==> config.mk <==
export PLATFORM = sky130hd
export DESIGN_NAME = dl_reg_wr_arb
export DESIGN_NICKNAME = d
export VERILOG_FILES = /design/src/rtl/dl_reg_wr_arb.sv
export SDC_FILE = /design/constraint.sdc
export NUM_CORES = 1
export LEC_CHECK = 0
export CAP_MARGIN = 25
export CORE_MARGIN = 2
export CORE_UTILIZATION = 39
export DETAILED_ROUTE_END_ITERATION = 8
export GPL_TIMING_DRIVEN = 0
export PLACE_DENSITY = 0.9
export SLEW_MARGIN = 5
export SYNTH_ARGS = -nofsm -noshare
export SYNTH_HDL_FRONTEND = slang
export SYNTH_SLANG_ARGS = --single-unit
export TNS_END_PERCENT = 5
==> constraint.sdc <==
create_clock -name clk -period 5.2 [get_ports clk]
set_input_delay 1.04 -clock clk [delete_from_list [all_inputs] [get_ports clk]]
set_output_delay 1.04 -clock clk [all_outputs]
set_load 0.01 [all_outputs]
==> src/rtl/dl_reg_wr_arb.sv <==
// Round-robin write arbiter owning one shared register; NUM_REQ agents contend for it.
// Define DL_REG_WR_ARB_LOCK_EN to add the per-requester burst lock (lock port, LOCKED state).
module dl_reg_wr_arb #(
    parameter int NUM_REQ  = 4,
    parameter int NUM_BITS = 32
) (
    input  logic                         clk,
    input  logic                         rst_n,
    input  logic [NUM_REQ-1:0]           req,
    input  logic [NUM_REQ*NUM_BITS-1:0]  wdata,
`ifdef DL_REG_WR_ARB_LOCK_EN
    input  logic [NUM_REQ-1:0]           lock,
`endif
    output logic [NUM_REQ-1:0]           gnt,
    output logic [NUM_BITS-1:0]          q,
    output logic                         q_vld,
    output logic [$clog2(NUM_REQ)-1:0]   owner,
    output logic                         locked
);

    localparam int IDX_W = $clog2(NUM_REQ);

    typedef enum logic {
        ST_ARB,
        ST_LOCKED
    } state_t;

    logic [NUM_BITS-1:0] q_q, q_d;
    logic                q_vld_q, q_vld_d;
    logic [IDX_W-1:0]    owner_q, owner_d;
    logic [IDX_W-1:0]    ptr_q, ptr_d;
    state_t              state_q, state_d;

    logic [IDX_W-1:0]    base;
    logic [IDX_W-1:0]    cand;
    logic                rr_hit;
    logic [IDX_W-1:0]    rr_idx;
    logic                gnt_hit;
    logic [IDX_W-1:0]    gnt_idx;

    function automatic logic [IDX_W-1:0] inc_idx(input logic [IDX_W-1:0] i);
        if (i == IDX_W'(NUM_REQ - 1)) begin
            return '0;
        end
        return i + 1'b1;
    endfunction

    always_comb begin
        base = ptr_q;
`ifdef DL_REG_WR_ARB_LOCK_EN
        // A releasing owner hands the search to its successor in the same cycle.
        if (state_q == ST_LOCKED) begin
            base = inc_idx(owner_q);
        end
`endif
        cand   = base;
        rr_hit = 1'b0;
        rr_idx = '0;
        for (int k = 0; k < NUM_REQ; k++) begin
            if (!rr_hit && req[cand]) begin
                rr_hit = 1'b1;
                rr_idx = cand;
            end
            cand = inc_idx(cand);
        end

        gnt_hit = rr_hit;
        gnt_idx = rr_idx;
`ifdef DL_REG_WR_ARB_LOCK_EN
        if (state_q == ST_LOCKED && req[owner_q]) begin
            gnt_hit = 1'b1;
            gnt_idx = owner_q;
        end
`endif
        if (!rst_n) begin
            gnt_hit = 1'b0;
        end
        gnt = gnt_hit ? (NUM_REQ'(1) << gnt_idx) : '0;
    end

    always_comb begin
        q_d     = q_q;
        q_vld_d = q_vld_q;
        owner_d = owner_q;
        ptr_d   = ptr_q;
        state_d = state_q;
        if (gnt_hit) begin
            for (int i = 0; i < NUM_REQ; i++) begin
                if (gnt_idx == IDX_W'(i)) begin
                    q_d = wdata[i*NUM_BITS +: NUM_BITS];
                end
            end
            q_vld_d = 1'b1;
            owner_d = gnt_idx;
            ptr_d   = inc_idx(gnt_idx);
        end
`ifdef DL_REG_WR_ARB_LOCK_EN
        if (gnt_hit && lock[gnt_idx]) begin
            state_d = ST_LOCKED;
            ptr_d   = ptr_q;
        end else begin
            state_d = ST_ARB;
            if (state_q == ST_LOCKED && !gnt_hit) begin
                ptr_d = inc_idx(owner_q);
            end
        end
`endif
    end

    always_ff @(posedge clk or negedge rst_n) begin
        if (!rst_n) begin
            q_q     <= '0;
            q_vld_q <= 1'b0;
            owner_q <= '0;
            ptr_q   <= '0;
            state_q <= ST_ARB;
        end else begin
            q_q     <= q_d;
            q_vld_q <= q_vld_d;
            owner_q <= owner_d;
            ptr_q   <= ptr_d;
            state_q <= state_d;
        end
    end

    assign q      = q_q;
    assign q_vld  = q_vld_q;
    assign owner  = owner_q;
    assign locked = (state_q == ST_LOCKED);

endmodule
==> flow_summary_export.csv <==
group,metric,value,unit
synth,synthArstFlopShare,100,%
sta,fin_crit,5.12,ns
synth,synth_area,3030,sq um
power,p_per_area,794,nW/um^2
synth,synth_ff_type,"dfrtp_1",
synth,netlist_instances,332,
synth,ys_ff_latch,37,
clock_network,htree_levels,2,
sta,fmax,195,MHz
sta,clock_skew,0.00846,ns
die,initial_core_util,39.8,%
synth,synth_top_area_share,30.6,%
synth,yosys_warnings,0,
critical_path,path_class,"input port to output port",
clock_network,numClockSinks,37,
min_path,hold_depth,1,
die,die_h,92.1,microns
route,vias,3194,
synth,yosysSeqAreaShare,30.6,%
place,gp_congestion,0.848,
route,drtPass1Iterations,4,
min_path,hp-start,"q_vld$_DFFE_PN0P_",
min_path,hp-class,"flop to flop",
sta,relSlewSlack,64.5,%
route,wl,9990,microns
critical_path,crit_arrival,4.08,ns
route,drc_errors,0,
route,ant_nets,0,
clock_network,cts_root_buf,"clkbuf_8",
synth,ys_types,49,
cells_and_area,fin_cells,610,
power,p_leak,2.05,nW
critical_path,r2r_slack,1.11,ns
clock_network,cts_buffers,5,
sta,whs,0.478,ns
clock_network,clk_latency,0.28,ns
sta,setup_ws,0.0794,ns
synth,synthesis.nets,471,
place,dp.cells,605,
die,io_pins,174,
grt,grt.overflow.total,0,
sta,timing.final.crit_share,98.5,%
critical_path,critPathMostFrequentCell,"clkdlybuf4s50_1",
synth,ys_top_cells_by_area,"dfrtp_1, mux2_4, mux2i_1",
place,dp_slack,-0.551,ns
critical_path,r2r_end,"q[18]$_DFFE_PN0P_",
critical_path,critPathMaxFanout,13,
sta,rsz0062_at_grt,"true",
clock_network,clk_path_buf_depth,2,
critical_path,critical_path.cell_chain,"clkdlybuf4s50_1 > buf_6 > mux4_2 > or4_4 > o2111ai_4 > ha_2 > and2_1 > clkdlybuf4s50_1",
critical_path,reg2reg_from,"base[1]$_DFFE_PN0P_",
synth,syn_avg_cell_area,9.12,sq um
cells_and_area,final_nets,646,
clock_network,cts.clk_slew.worst_paths,0.07,ns
grt,grt_pass1_vias,3285,
critical_path,path_buf_inv,3,
min_path,min_to,"q_vld$_DFFE_PN0P_",
critical_path,reg2reg_depth,13,
status,outcome,"completed",
route,routed_via_density,5.24,
die,num_rows,32,
clock_network,cts_tree,"done",
grt,grt_max_degree,40,
cells_and_area,diodes,0,
sta,setup_violations,0,
grt,grt.total_usage,22.6,%
route,drt_iter0_markers,75,
critical_path,critPathMaxStageDelay,0.54,ns
clock_network,cts_hold_buffers,0,
die,fp.dieArea,8490,sq um
route,wl_per_cell,16.4,microns
critical_path,slowest_stage,"mux4_2",
cells_and_area,area_delta_synth_final,65.5,%
sta,tightest_slew,0.528,ns
die,core_area,7610,sq um
sta,hold_viol,0,
power,ir_worst_vdd,0.378,mV
synth,synth_commonest_cells,"dfrtp_1, mux2i_1, a21oi_1, nor2_1, o21ai_0",
synth,yosysTopAreaCell,"dfrtp_1",
flow_run,maxCapViolations,0,
critical_path,cp_top_family,"buffers and inverters",
cells_and_area,drive_gt1_share,14.4,%
place,portBuffers,170,
critical_path,crit_required,4.16,ns
sta,slew_violations,0,
grt,antenna_found_initial,0,
place,hpwl,8120,microns
synth,synth_edf_count,0,
grt,grt_first_pass_wirelength,15200,microns
critical_path,cp-start-kind,"input port",
critical_path,cp-end-kind,"output port",
die,die_x,92.1,microns
stage by stage:
step                      cell area, sq um  setup TNS, ns  power [mW]  util (%)
after floorplan                       3030              0        2.74         -
after global placement                4860          -1.08        3.55      63.9
after detailed placement              4870          -1.28        3.69      64.1
after CTS                             4990         -0.145        3.96      65.6
after global routing                  5010        -0.0503        4.28      65.9
final                                 5010              0        3.98      65.9
cells in the final DEF, fill, tap and decap left out, drive strengths merged, types with 2 or more instances in the layout:
| cell type | n |
|---|---|
| dfrtp | 37 |
| xor2 | 2 |
| ha | 5 |
| inv | 7 |
| and2 | 4 |
| nor2 | 35 |
| nor3 | 2 |
| o21ai | 34 |
| nand3 | 2 |
| o211a | 2 |
| or4 | 2 |
| nand2 | 33 |
| a21oi | 35 |
| clkdlybuf4s50 | 169 |
| mux2 | 35 |
| nand3b | 3 |
| clkinv | 2 |
| clkbuf | 17 |
| buf | 19 |
| mux2i | 37 |
| o211ai | 5 |
state kept, by name, summed over array words and instances, names as in the netlist:
signal and cells:
owner 2, q 32, base 2, q_vld 1
repair_timing:
action | in CTS | in global routing
cloned | 0 | 0
endpoints found under the setup margin | 3 | 3
resized for setup | 8 | 4
pin swaps | 0 | 3
hold endpoints to repair | 0 | 0
setup buffers | 0 | 2
logic make-up (layout without fill, tap and decap cells):
group	Yosys count	after routing	share of synthesized area (%)
simple gates	89	89	13.1
compound gates	87	87	16.8
mux	73	73	29.7
buf+inv	38	214	7.15
flops	37	37	30.6
fa+ha+maj	5	5	2.07
xor+xnor	2	2	0.578
other cells	1	1	0.124
worst max path at each step:
stage | cells after the start | slack [ns] | endpoint | from
final | 8 | 0.08 | gnt[3] | req[2]
after global routing | 8 | -0.03 | gnt[1] | req[2]
after CTS | 10 | -0.09 | gnt[2] | req[2]
after detailed placement | 10 | -0.55 | gnt[1] | req[2]
after global placement | 10 | -0.51 | gnt[2] | req[2]
after floorplan | 8 | 0.83 | gnt[1] | req[1]
cell type report:
type | count | area [sq um]
Fill cell | 592 | 2590
Multi-Input combinational cell | 257 | 1940
Timing Repair Buffer | 173 | 1730
Sequential cell | 37 | 926
Buffer | 26 | 170
Tap cell | 102 | 128
Clock buffer | 6 | 82.6
Inverter | 7 | 26.3
Clock inverter | 2 | 13.8
worst reg2reg max path, stage by stage (launching register included):
cell	delay [ns]
dfrtp_1	0.49
ha_1	0.32
buf_2	0.19
buf_2	0.25
mux2_2	0.36
nor3_1	0.21
o311ai_0	0.17
o211ai_1	0.13
buf_4	0.17
ha_2	0.33
clkbuf_1	0.39
clkbuf_1	0.42
o21ai_0	0.24
mux2_4	0.30
layer usage:
metal  share of wire, %  up-vias  global-route usage (%)
li1                   -     1515                       -
met1                 39     1539                    25.2
met2                 53      124                    41.8
met3                5.5       16                    5.26
met4                2.3        0                    8.08
met5                  0        -                       0
power by group:
part           total, mW  switching [mW]  internal, mW
logic               3.21            1.56          1.66
clock network      0.210           0.102         0.107
registers          0.557           0.101         0.455
total               3.98            1.76          2.22
Power figures use the tool's default switching activity.
